[src/rtl/sched_seq_ctrl_pkg.sv]
`default_nettype none
// ============================================================================
// Package  : sched_pkg
// Purpose  : Shared state encoding and control-word field layout for the
//            schedule sequencer.
// Revision : 1.0
// ============================================================================
package sched_pkg;

   typedef enum logic [1:0] {
      ST_IDLE = 2'd0,
      ST_RUN  = 2'd1,
      ST_DONE = 2'd2
   } state_t;

   localparam int DEF_CW_W    = 32;
   localparam int DEF_WAIT_W  = 3;

   // Control word layout: {last, wait, payload}
   localparam int PAYLOAD_LSB = 0;
   localparam int WAIT_LSB    = DEF_CW_W;
   localparam int LAST_BIT    = DEF_CW_W + DEF_WAIT_W;

   // Field offsets for non-default widths
   function automatic int wait_lsb(input int cw_w);
      return cw_w;
   endfunction

   function automatic int last_bit(input int cw_w, input int wait_w);
      return cw_w + wait_w;
   endfunction

endpackage
`default_nettype wire

[src/rtl/sched_seq_ctrl_cstore.sv]
`default_nettype none
// ============================================================================
// Module   : sched_cstore
// Purpose  : Control store register file, one sync write port, one async
//            read port, cleared asynchronously on reset.
// Revision : 1.0
// ============================================================================
module sched_cstore #(
   parameter int DEPTH  = 16,
   parameter int WORD_W = 36,
   parameter int AW     = 4
) (
   input  logic              clk,
   input  logic              rst,
   input  logic              i_wr_en,
   input  logic [AW-1:0]     i_wr_addr,
   input  logic [WORD_W-1:0] i_wr_data,
   input  logic [AW-1:0]     i_rd_addr,
   output logic [WORD_W-1:0] o_rd_data
);

   logic [WORD_W-1:0] r_mem [DEPTH];

   always_ff @(posedge clk or posedge rst) begin
      if (rst) begin
         for (int i = 0; i < DEPTH; i++) begin
            r_mem[i] <= '0;
         end
      end else if (i_wr_en && (int'(i_wr_addr) < DEPTH)) begin
         r_mem[i_wr_addr] <= i_wr_data;
      end
   end

   assign o_rd_data = r_mem[i_rd_addr];

endmodule
`default_nettype wire

[src/rtl/sched_seq_ctrl.sv]
`default_nettype none
// ============================================================================
// Module   : sched_seq_ctrl
// Purpose  : Programmable schedule sequencer driving the shared datapath from
//            a loadable control store, with stall and multi-cycle words.
// Revision : 1.0
// ============================================================================
module sched_seq_ctrl
   import sched_pkg::*;
#(
   parameter  int DEPTH  = 16,
   parameter  int CW_W   = 32,
   parameter  int WAIT_W = 3,
   localparam int AW     = $clog2(DEPTH)
) (
   input  logic                   clk,
   input  logic                   rst,
   input  logic                   start,
   input  logic                   stall,
   input  logic                   prog_en,
   input  logic [AW-1:0]          prog_addr,
   input  logic [CW_W+WAIT_W:0]   prog_data,
   output logic                   op_ready,
   output logic                   busy,
   output logic [CW_W-1:0]        ctrl_word,
   output logic                   ctrl_valid,
   output logic [AW-1:0]          step_idx,
   output logic                   result_en,
   output logic                   done,
   output logic                   prog_err
);

   localparam int          c_WORD_W   = CW_W + WAIT_W + 1;
   localparam int          c_WAIT_LSB = wait_lsb(CW_W);
   localparam int          c_LAST_BIT = last_bit(CW_W, WAIT_W);
   localparam logic [AW-1:0] c_LAST_PC = AW'(DEPTH - 1);

   state_t              r_state, w_state_nxt;
   logic [AW-1:0]       r_pc, w_pc_nxt;
   logic [WAIT_W-1:0]   r_cnt, w_cnt_nxt;
   logic                r_prog_err, w_prog_err_nxt;

   logic                w_wr_en;
   logic [c_WORD_W-1:0] w_word;
   logic [CW_W-1:0]     w_payload;
   logic [WAIT_W-1:0]   w_wait;
   logic                w_last;

   sched_cstore #(
      .DEPTH  (DEPTH),
      .WORD_W (c_WORD_W),
      .AW     (AW)
   ) u_cstore (
      .clk       (clk),
      .rst       (rst),
      .i_wr_en   (w_wr_en),
      .i_wr_addr (prog_addr),
      .i_wr_data (prog_data),
      .i_rd_addr (r_pc),
      .o_rd_data (w_word)
   );

   assign w_payload = w_word[PAYLOAD_LSB +: CW_W];
   assign w_wait    = w_word[c_WAIT_LSB +: WAIT_W];
   assign w_last    = w_word[c_LAST_BIT];

   always_ff @(posedge clk or posedge rst) begin
      if (rst) begin
         r_state    <= ST_IDLE;
         r_pc       <= '0;
         r_cnt      <= '0;
         r_prog_err <= 1'b0;
      end else begin
         r_state    <= w_state_nxt;
         r_pc       <= w_pc_nxt;
         r_cnt      <= w_cnt_nxt;
         r_prog_err <= w_prog_err_nxt;
      end
   end

   always_comb begin
      w_state_nxt    = r_state;
      w_pc_nxt       = r_pc;
      w_cnt_nxt      = r_cnt;
      w_wr_en        = 1'b0;
      w_prog_err_nxt = 1'b0;
      op_ready       = 1'b0;
      busy           = 1'b0;
      ctrl_word      = '0;
      ctrl_valid     = 1'b0;
      result_en      = 1'b0;
      done           = 1'b0;

      unique case (r_state)
         ST_IDLE: begin
            op_ready = 1'b1;
            // A write in the same cycle as start wins; start must be re-issued.
            if (prog_en) begin
               w_wr_en = 1'b1;
            end else if (start) begin
               w_state_nxt = ST_RUN;
               w_pc_nxt    = '0;
               w_cnt_nxt   = '0;
            end
         end
         ST_RUN: begin
            busy           = 1'b1;
            w_prog_err_nxt = prog_en;
            if (!stall) begin
               ctrl_valid = 1'b1;
               ctrl_word  = w_payload;
               if (r_cnt < w_wait) begin
                  w_cnt_nxt = r_cnt + WAIT_W'(1);
               end else if (w_last || (r_pc == c_LAST_PC)) begin
                  result_en   = 1'b1;
                  w_state_nxt = ST_DONE;
               end else begin
                  w_pc_nxt  = r_pc + AW'(1);
                  w_cnt_nxt = '0;
               end
            end
         end
         ST_DONE: begin
            busy           = 1'b1;
            done           = 1'b1;
            w_prog_err_nxt = prog_en;
            w_state_nxt    = ST_IDLE;
            w_pc_nxt       = '0;
            w_cnt_nxt      = '0;
         end
         default: begin
            w_state_nxt = ST_IDLE;
            w_pc_nxt    = '0;
            w_cnt_nxt   = '0;
         end
      endcase
   end

   assign step_idx = r_pc;
   assign prog_err = r_prog_err;

endmodule
`default_nettype wire

[config.mk]
export PLATFORM = sky130hd
export DESIGN_NAME = sched_seq_ctrl
export DESIGN_NICKNAME = d
export VERILOG_FILES = /design/src/rtl/sched_seq_ctrl_pkg.sv /design/src/rtl/sched_seq_ctrl_cstore.sv /design/src/rtl/sched_seq_ctrl.sv
export SDC_FILE = /design/constraint.sdc
export NUM_CORES = 1
export LEC_CHECK = 0
export BUFFER_PORTS_ARGS = -buffer_cell sky130_fd_sc_hd__buf_4
export CAP_MARGIN = 25
export CORE_MARGIN = 2
export CORE_UTILIZATION = 40
export CTS_CLUSTER_SIZE = 8
export DETAILED_ROUTE_END_ITERATION = 6
export GPL_TIMING_DRIVEN = 1
export PLACE_DENSITY_LB_ADDON = 0.25
export SETUP_SLACK_MARGIN = 0.05
export SYNTH_ARGS = -nofsm -noshare
export SYNTH_HDL_FRONTEND = slang
export SYNTH_HIERARCHICAL = 1
export SYNTH_SLANG_ARGS = --single-unit
export TNS_END_PERCENT = 10
[constraint.sdc]
create_clock -name clk -period 38.9 [get_ports clk]
set_clock_uncertainty 0.15 [all_clocks]
set_input_delay 1.945 -clock clk [delete_from_list [all_inputs] [get_ports clk]]
set_output_delay 1.945 -clock clk [all_outputs]
set_load 0.005 [all_outputs]
==> impl_metrics.tcl, run 1 <==
set metrics [dict create \
    layout-drive-gt1-share_pct 54.4 \
    vias 14993 \
    critPathCaptureType "output pin" \
    tritoncts "yes" \
    hold_buffers 0 \
    synthesis.area_um2 26800 \
    synth_seq_cells 586 \
    hold_class "reg2reg" \
    drt_iter0_drc 893 \
    power-per-cell-area_nw_per_um2 80.4 \
    p_int_w 0.00175 \
    setup_viol 0 \
    relSlewSlack_pct 22.4 \
    peakVddDrop_v 0.0000342 \
    place_congestion 0.723 \
    synth_fp_nets 1744 \
    tns_ns 0 \
    layout_commonest_cell "dfrtp_1" \
    reg2reg_slack_ns 34.80 \
    p_leak_nw 13.6 \
    worstPathArrival_ns 4.35 \
    async_reset_ff_share_pct 100 \
    dpl_cell_area_um2 28200 \
    timing.final.crit_period_ns 6.45 \
    die_x_um 263 \
    final_net_count 1802 \
    clock-sinks 586 \
    yosysWarnings 6 \
    drv_cap 0 \
    drt_wl_total_mm 66.4 \
    routed_via_density 5.71 \
    clk_latency_ns 0.61 \
    routedWlPerCell_um 25.3 \
    synth_edf_count 0 \
    ios 87 \
    final_cell_mix "dfrtp_1, mux2_2, mux4_2, buf_4, clkbuf_16" \
    switching_share_pct 28.5 \
    max_freq_ghz 0.155 \
    rsz0062_at_grt "false" \
    grt_start_max_net_pins 190 \
    timing_hold_violations_final 0 \
    numCtsBuffers 83 \
    die-height_um 263 \
    coreArea_um2 66100 \
    place_hpwl_mm 35.1 \
    fin_area_um2 30400 \
    drt_first_pass_iters 5 \
    cts_resized 0 \
    postCtsSetupRepairBufs 0 \
    core.rowCount 94 \
    clkPwrFrac_pct 26.1 \
    drtAntennaViolNets 0 \
    drc_errors 0 \
    power_frac_seq_pct 43.1 \
    syn_area_per_cell_um2 15.8 \
    syn_inst 1691 \
    grt_pass1_wl_mm 103 \
    grt_usage_pct 19.6 \
    antenna_found_initial 4 \
    cts_buffer_depth 3 \
    gr-total-overflow 0 \
    clk_pin_slew_ns 0.05 \
    cts_root_buf "clkbuf_16" \
    outcome "completed" \
    htree_levels 3 \
    slew_violations 0 \
    worstPathRequired_ns 36.81 \
    die_area_um2 69100 \
    portBuffers 86 \
    combPwrFrac_pct 30.8 \
    switchingPower_w 0.000698 \
    crit_type "reg2out" \
    cp-start-kind "register" \
    post-route-period-util_pct 16.6 \
    worst_pin_slew_ns 1.16 \
    initial_core_util_pct 40.5 \
    synth.distinct_cells 46 \
    ys.flop_type "dfrtp_1" \
    yosysSeqAreaShare_pct 54.7 \
    crit_fanout 61 \
    grt_pass1_vias 16344 \
    area_growth_pct 13.6 \
]
power by group through the flow:
stage / combinational [W] / sequential, W / clock (W)
5_1_grt: 0.000815 / 0.00109 / 0.000684
2_1_floorplan: 0.000613 / 0.00100 / 0
3_3_place_gp: 0.000739 / 0.00104 / 0
4_1_cts: 0.000763 / 0.00105 / 0.000658
3_5_place_dp: 0.000760 / 0.00106 / 0
6_report: 0.000754 / 0.00105 / 0.000639
sequential cells by signal, summed over array words and instances, names as in the netlist:
signal / flops
step_idx: 4
r_state: 2
u_cstore/r_mem: 576
r_cnt: 3
prog_err: 1
per-layer routing:
metal	wire length, um	global-route usage, %	up-vias	share of wire (%)
met2	33400	33.1	320	50
met4	1640	5.68	4	2.5
li1	-	-	6401	-
met3	2500	3.39	118	3.8
met1	28800	25.9	8150	43
met5	23	0	-	0.035
worst paths after layout:
check	startpoint	end	cells past startpoint
max in group asynchronous	rst	u_cstore/r_mem[59]$_DFFE_PP0P_	5
max reg2reg	step_idx[0]$_DFFE_PP0P_	r_cnt[2]$_DFFE_PP0P_	11
min	u_cstore/r_mem[203]$_DFFE_PP0P_	u_cstore/r_mem[203]$_DFFE_PP0P_	1
max	step_idx[1]$_DFFE_PP0P_	ctrl_word[3]	7
min reg2reg	u_cstore/r_mem[203]$_DFFE_PP0P_	u_cstore/r_mem[203]$_DFFE_PP0P_	1
min in group asynchronous	rst	step_idx[3]$_DFFE_PP0P_	2
per-stage QoR:
| step | utilization [%] | std cells | hold slack [ns] | total power [W] | setup WS (ns) |
|---|---|---|---|---|---|
| global route | 46.0 | 2624 | 0.355 | 0.00259 | 32.13 |
| global placement | 42.6 | 2525 | 0.316 | 0.00178 | 32.80 |
| floorplan | - | 1691 | 0.302 | 0.00162 | 20.69 |
| finish | 46.0 | 2624 | 0.333 | 0.00245 | 32.45 |
| detailed placement | 42.6 | 2526 | 0.323 | 0.00182 | 32.83 |
| CTS | 45.9 | 2621 | 0.335 | 0.00247 | 32.14 |
cell families after synthesis:
logic type                 count (synthesis)  synth area share [%]
AOI/OAI and AO/OA                         90                  2.61
adders and majority gates                  8                 0.374
buffers and inverters                    151                  2.73
DFF                                      586                  54.7
muxes                                    722                  36.8
and+or+nand+nor                          134                  2.76
Yosys cell counts (2+ instances only):
cell      count  area [um^2]
a211o_1       2         17.5
a21oi_1       3         15.0
a22oi_1      73          548
a31oi_1       3         18.8
and2_1       36          225
buf_1         5         18.8
buf_12        3         60.1
buf_2        65          325
buf_4         7         52.6
clkbuf_1     63          236
dfrtp_1     586        14700
ha_1          8          100
inv_1         7         26.3
mux2_2      546         6150
mux2_4       30          450
mux4_2      144         3240
nand2_1      50          188
nand2b_1      4         25.0
nand3_1       6         30.0
nand3b_1      5         37.5
nand4_1       3         18.8
nor2_1        5         18.8
nor2_2        6         37.5
nor2b_1       2         12.5
nor3_1        3         15.0
nor3_4        2         32.5
nor3b_1       2         15.0
nor4_1        2         12.5
o311ai_0      2         17.5
or3_1         2         12.5
area by class of cell:
class | count | area (um^2)
tap | 864 | 1080
fill | 5748 | 35700
timing repair buffer | 117 | 956
inverter | 7 | 33.8
clock inverter | 7 | 90.1
multi-input combinational | 954 | 11500
clock buffer | 88 | 2120
antenna | 1 | 2.50
sequential | 586 | 14700
critical path: stages (launching register included):
cell	delay, ns
dfrtp_4	0.75
buf_4	0.84
buf_4	0.87
mux4_2	0.41
a22oi_1	0.32
nand2_1	0.12
and2_1	0.16
buf_4	0.13
Note: power is estimated with default switching activity, not from simulation.
==> run 2, diff against run 1 <==
==> constraint.sdc (replaced) <==
create_clock -name clk -period 5.5 [get_ports clk]
set_clock_uncertainty 0.15 [all_clocks]
set_input_delay 0.275 -clock clk [delete_from_list [all_inputs] [get_ports clk]]
set_output_delay 0.275 -clock clk [all_outputs]
set_load 0.005 [all_outputs]
==> impl_metrics.tcl, run 2 (synthesis results as in run 1) <==
set metrics [dict create \
    power-per-cell-area_nw_per_um2 559 \
    routed_via_density 5.75 \
    layout-drive-gt1-share_pct 53.3 \
    dpl_cell_area_um2 28200 \
    outcome "completed" \
    max_freq_ghz 0.251 \
    cts_buffer_depth 3 \
    slew_violations 0 \
    clock-sinks 586 \
    coreArea_um2 66100 \
    cp-start-kind "register" \
    die_area_um2 69100 \
    post-route-period-util_pct 72.3 \
    worst_pin_slew_ns 1.13 \
    drtAntennaViolNets 0 \
    crit_fanout 33 \
    timing.final.crit_period_ns 3.98 \
    drc_errors 0 \
    worstPathArrival_ns 3.55 \
    place_hpwl_mm 37.2 \
    grt_start_max_net_pins 186 \
    setup_viol 0 \
    grt_pass1_wl_mm 103 \
    grt_use_met2_pct 30.7 \
    drt_wl_total_mm 66.7 \
    vias 15332 \
    rsz0062_at_grt "false" \
    place_congestion 0.735 \
    area_growth_pct 15.4 \
    fin_area_um2 30900 \
    peakVddDrop_v 0.000266 \
    die_x_um 263 \
    portBuffers 86 \
    worstPathRequired_ns 5.08 \
    drt_first_pass_iters 7 \
    relSlewSlack_pct 24.5 \
    drt_iter0_drc 1020 \
    hold_class "in2reg" \
    initial_core_util_pct 40.5 \
    clk_latency_ns 0.63 \
    postCtsSetupRepairBufs 0 \
    p_leak_nw 13.8 \
    core.rowCount 94 \
    cts_resized 0 \
    routedWlPerCell_um 25.0 \
    numCtsBuffers 83 \
    gr-max-usage-layer "met2" \
    clk_pin_slew_ns 0.06 \
    timing_hold_violations_final 0 \
    top_register "u_cstore/r_mem" \
    antenna_found_initial 4 \
    layout_commonest_cell "dfrtp_1" \
    htree_levels 3 \
    ios 87 \
    final_net_count 1848 \
    cts_root_buf "clkbuf_16" \
    final_util_pct 46.8 \
    gr-usage-met3_pct 3.35 \
    largest_reg_flops 576 \
    gr-total-overflow 0 \
    crit_type "reg2out" \
    final_cell_mix "dfrtp_1, mux2_2, mux4_2, buf_4, clkbuf_16" \
    grt_util_met1_pct 28.1 \
    grt_pass1_vias 16489 \
    die-height_um 263 \
    tritoncts "yes" \
    critPathCaptureType "output pin" \
    grt_usage_pct 19.6 \
    drv_cap 0 \
]
==> run 2: cell count changes in the layout (fill, tap and decap cells not counted), sizes merged <==
cell | before | now
inv | 12 | 9
bufinv | 1 | 0
dlygate4sd3 | 0 | 42
clkbuf | 88 | 86
buf | 117 | 121
clkinvlp | 0 | 1
clkinv | 1 | 4
==> run 2: timing repair <==
action                                 4_1_cts  5_1_grt
endpoints found under the hold margin      604        0
hold buffers                                42        0
setup endpoints to repair                    0        0
==> run 2: layout make-up <==
class | count | area (um^2)
antenna | 1 | 2.50
clock buffer | 86 | 2110
clock inverter | 7 | 118
fill | 5717 | 35200
inverter | 7 | 30.0
multi-input combinational | 954 | 11500
sequential | 586 | 14700
tap | 864 | 1080
timing repair buffer | 163 | 1440
==> run 2: path summary, 6_finish.rpt <==
path                                            startpoint                         endpoint  slack [ns]  cells after the start
max in group asynchronous                              rst  u_cstore/r_mem[563]$_DFFE_PP0P_        3.67                      4
hold reg to reg            u_cstore/r_mem[203]$_DFFE_PP0P_  u_cstore/r_mem[203]$_DFFE_PP0P_        0.34                      1
min in group asynchronous                              rst               prog_err$_DFF_PP0_        0.08                      3
setup / recovery                   step_idx[0]$_DFFE_PP0P_                        result_en        1.52                     10
setup reg to reg                   step_idx[1]$_DFFE_PP0P_             r_cnt[2]$_DFFE_PP0P_        2.07                      7
hold / removal                                prog_addr[2]  u_cstore/r_mem[188]$_DFFE_PP0P_        0.07                      3
==> run 2: critical path, cell delays in order (launching register included) <==
cell and delay, ns:
dfrtp_4 0.88, mux4_2 0.58, a22oi_1 0.22, nand2_1 0.08
inv_1 0.09, ha_1 0.25, a21oi_1 0.31, o21ai_4 0.17
nand2_1 0.11, nor3_1 0.05, buf_4 0.14
==> run 2: report_power, final <==
part	leakage (nW)	switching, W	internal [W]
clock network	1.09	0.00182	0.00270
logic	5.17	0.00202	0.00329
registers	7.52	0.00109	0.00637
total	13.8	0.00493	0.0124
==> run 2: metrics by stage <==
step	setup WS, ns	setup TNS (ns)	total power, W	instances	hold slack (ns)
final	1.52	0	0.0173	2668	0.0715
after global routing	1.26	0	0.0183	2668	0.0549
after CTS	1.28	0	0.0175	2665	0.0324
after detailed placement	1.97	0	0.0128	2530	0.183
after global placement	1.95	0	0.0126	2529	0.172
after floorplan	-2.77	-1596.98	0.0114	1691	-0.0348
==> run 2: routing by layer <==
layer  up-vias  share of wire [%]
met5         -              0.036
met4         4                2.2
met3       114                4.1
met2       352                 47
met1      8348                 47
li1       6514                  -
==> run 3, diff against run 2 <==
--- a/config.mk
+++ b/config.mk
@@ -5,6 +5,7 @@
 export SDC_FILE = /design/constraint.sdc
 export NUM_CORES = 1
 export LEC_CHECK = 0
+export ABC_AREA = 1
 export BUFFER_PORTS_ARGS = -buffer_cell sky130_fd_sc_hd__buf_4
 export CAP_MARGIN = 25
 export CORE_MARGIN = 2
==> constraint.sdc (replaced) <==
create_clock -name clk -period 3.25 [get_ports clk]
set_clock_uncertainty 0.15 [all_clocks]
set_input_delay 0.1625 -clock clk [delete_from_list [all_inputs] [get_ports clk]]
set_output_delay 0.1625 -clock clk [all_outputs]
set_load 0.005 [all_outputs]
==> impl_metrics.tcl, run 3 <==
set metrics [dict create \
    outcome "completed" \
    synth.largest_area_cell "dfrtp_1" \
    synth_top_area_share_pct 51.1 \
    dpl_cell_area_um2 30300 \
    grt_pass1_vias 22961 \
    power-per-cell-area_nw_per_um2 932 \
    place_congestion 0.763 \
    clk_pin_slew_ns 0.05 \
    gr-usage-met3_pct 2.57 \
    worstPathRequired_ns 2.94 \
    grt_util_met1_pct 33.4 \
    post-place-ws_ns 0.571 \
    final_util_pct 46.6 \
    synth_seq_cells 586 \
    crit_type "reg2out" \
    peakVddDrop_v 0.000378 \
    hold_class "in2async" \
    netlist_top_cells_area "dfrtp_1, nand2_1, o21ai_0" \
    fin_area_um2 33200 \
    ff_latch_area_um2 14700 \
    die-height_um 272 \
    worst_pin_slew_ns 0.750 \
    max_freq_ghz 0.324 \
    tritoncts "yes" \
    die_area_um2 73900 \
    diodes 0 \
    post-route-period-util_pct 94.8 \
    clock-sinks 586 \
    yosysSeqAreaShare_pct 51.1 \
    vias 24421 \
    syn_inst 3853 \
    coreArea_um2 71200 \
    worstPathArrival_ns 2.77 \
    numCtsBuffers 83 \
    routedWlPerCell_um 17.4 \
    synth_edf_count 0 \
    drv_cap 0 \
    rsz0062_at_grt "false" \
    worst_hold_slack_ns 0.0370 \
    ios 87 \
    multiInputGateArea_um2 10800 \
    portBuffers 86 \
    drt_wl_total_mm 84.1 \
    top_register "u_cstore/r_mem" \
    synthesis.area_um2 28700 \
    relSlewSlack_pct 50.0 \
    power_w 0.0309 \
    synth.distinct_cells 29 \
    timing_hold_violations_final 0 \
    routed_via_density 5.06 \
    die_x_um 272 \
    layout_commonest_cell "nand2_1" \
    drt_iter0_drc 2436 \
    grt_usage_pct 22.8 \
    p_leak_nw 16.5 \
    final_cell_mix "nand2_1, o21ai_0, dfrtp_1, inv_1, nand3_1" \
    setup_viol 0 \
    grt_use_met2_pct 35.8 \
    drt_first_pass_iters 6 \
    synth_most_common_cell "nand2_1" \
    crit_fanout 110 \
    async_reset_ff_share_pct 100 \
    initial_core_util_pct 40.3 \
    grt_start_max_net_pins 130 \
    reg2reg_slack_ns 0.58 \
    timing.final.crit_period_ns 3.08 \
    gr-total-overflow 0 \
    cp-start-kind "register" \
    htree_levels 3 \
    clk_latency_ns 0.61 \
    gr-max-usage-layer "met2" \
    fill_cells 7123 \
    grt_pass1_wl_mm 133 \
    place_hpwl_mm 46.1 \
    cts_root_buf "clkbuf_16" \
    antenna_found_initial 0 \
    drc_errors 0 \
    synthTopCellsByCount "nand2_1, o21ai_0, dfrtp_1" \
    cts_buffer_depth 3 \
    r2r_cells 10 \
    largest_reg_flops 576 \
    core.rowCount 98 \
    synth_fp_nets 3906 \
    critPathCaptureType "output pin" \
    drtAntennaViolNets 0 \
    fin_ws_ns 0.168 \
    slew_violations 0 \
    yosysWarnings 6 \
    layout-drive-gt1-share_pct 8.06 \
    area_growth_pct 15.7 \
    syn_area_per_cell_um2 7.44 \
    final_net_count 3924 \
    ys.flop_type "dfrtp_1" \
]
run 3: cell types whose count changed after synthesis, moves of 104 or more:
cell	previous run	this run
clkbuf_1	63	167
inv_1	7	576
mux2_2	546	0
mux4_2	144	0
nand2_1	50	1265
nand3_1	6	447
o21ai_0	0	590
run 3: routing by layer:
layer	wire (um)	part of all wire, %
met2	38000	45
met5	0	0
met4	1450	1.7
met3	5120	6.1
met1	39600	47
run 3: final timing paths:
check	start	end
max	step_idx[0]$_DFFE_PP0P_	ctrl_word[13]
min	rst	u_cstore/r_mem[143]$_DFFE_PP0P_
max reg2reg	r_state[0]$_DFFE_PP0P_	u_cstore/r_mem[448]$_DFFE_PP0P_
min in group clk	prog_en	prog_err$_DFF_PP0_
min reg2reg	u_cstore/r_mem[536]$_DFFE_PP0P_	u_cstore/r_mem[536]$_DFFE_PP0P_
max in group asynchronous	rst	u_cstore/r_mem[11]$_DFFE_PP0P_
run 3: cell type report:
cell class                      count  share of cell area (%)
Clock buffer                       90                    6.53
Multi-Input combinational cell   2412                    32.5
Timing Repair inverter              1                  0.0264
Clock inverter                      5                   0.185
Tap cell                          950                    3.58
Inverter                          584                    6.75
Timing Repair Buffer              203                    6.18
Sequential cell                   586                    44.2
run 3: critical path: stages (launching register included):
cell and delay [ns]:
dfrtp_4 0.50, buf_12 0.17, buf_4 0.14, buf_12 0.18, nand2_1 0.17, nand3_1 0.15
nand3_1 0.13, nand3_1 0.07, nand2_1 0.18, inv_1 0.08, nor2_2 0.11, buf_4 0.11
run 3: report_power, final:
part / internal (W) / total (W) / switching (W)
clock: 0.00465 / 0.00774 / 0.00309
combinational: 0.00403 / 0.0107 / 0.00668
sequential: 0.0109 / 0.0125 / 0.00158
run 3: timing repair:
item | 4_1_cts | 5_1_grt
hold buffers | 45 | 0
buffers inserted | 0 | 5
endpoints found under the hold margin | 1042 | 0
pin swaps | 0 | 0
gates resized for setup | 4 | 9
endpoints found under the setup margin | 6 | 13
gates cloned | 1 | 2
run 3: cell families (layout without fill, tap and decap cells):
kind of cell,Yosys count,in the layout,synth area share [%]
buf+inv,855,883,11.6
fa+ha+maj,8,8,0.349
compound gates,628,628,11.0
xor+xnor,2,2,0.0611
flops,586,586,51.1
simple gates,1774,1774,25.8
run 3: per-stage QoR:
step / setup TNS [ns] / std cells
after detailed placement: 0 / 4683
after global placement: 0 / 4683
final: 0 / 4831
after global routing: 0 / 4831
after CTS: 0 / 4824
after floorplan: -2828.18 / 3853
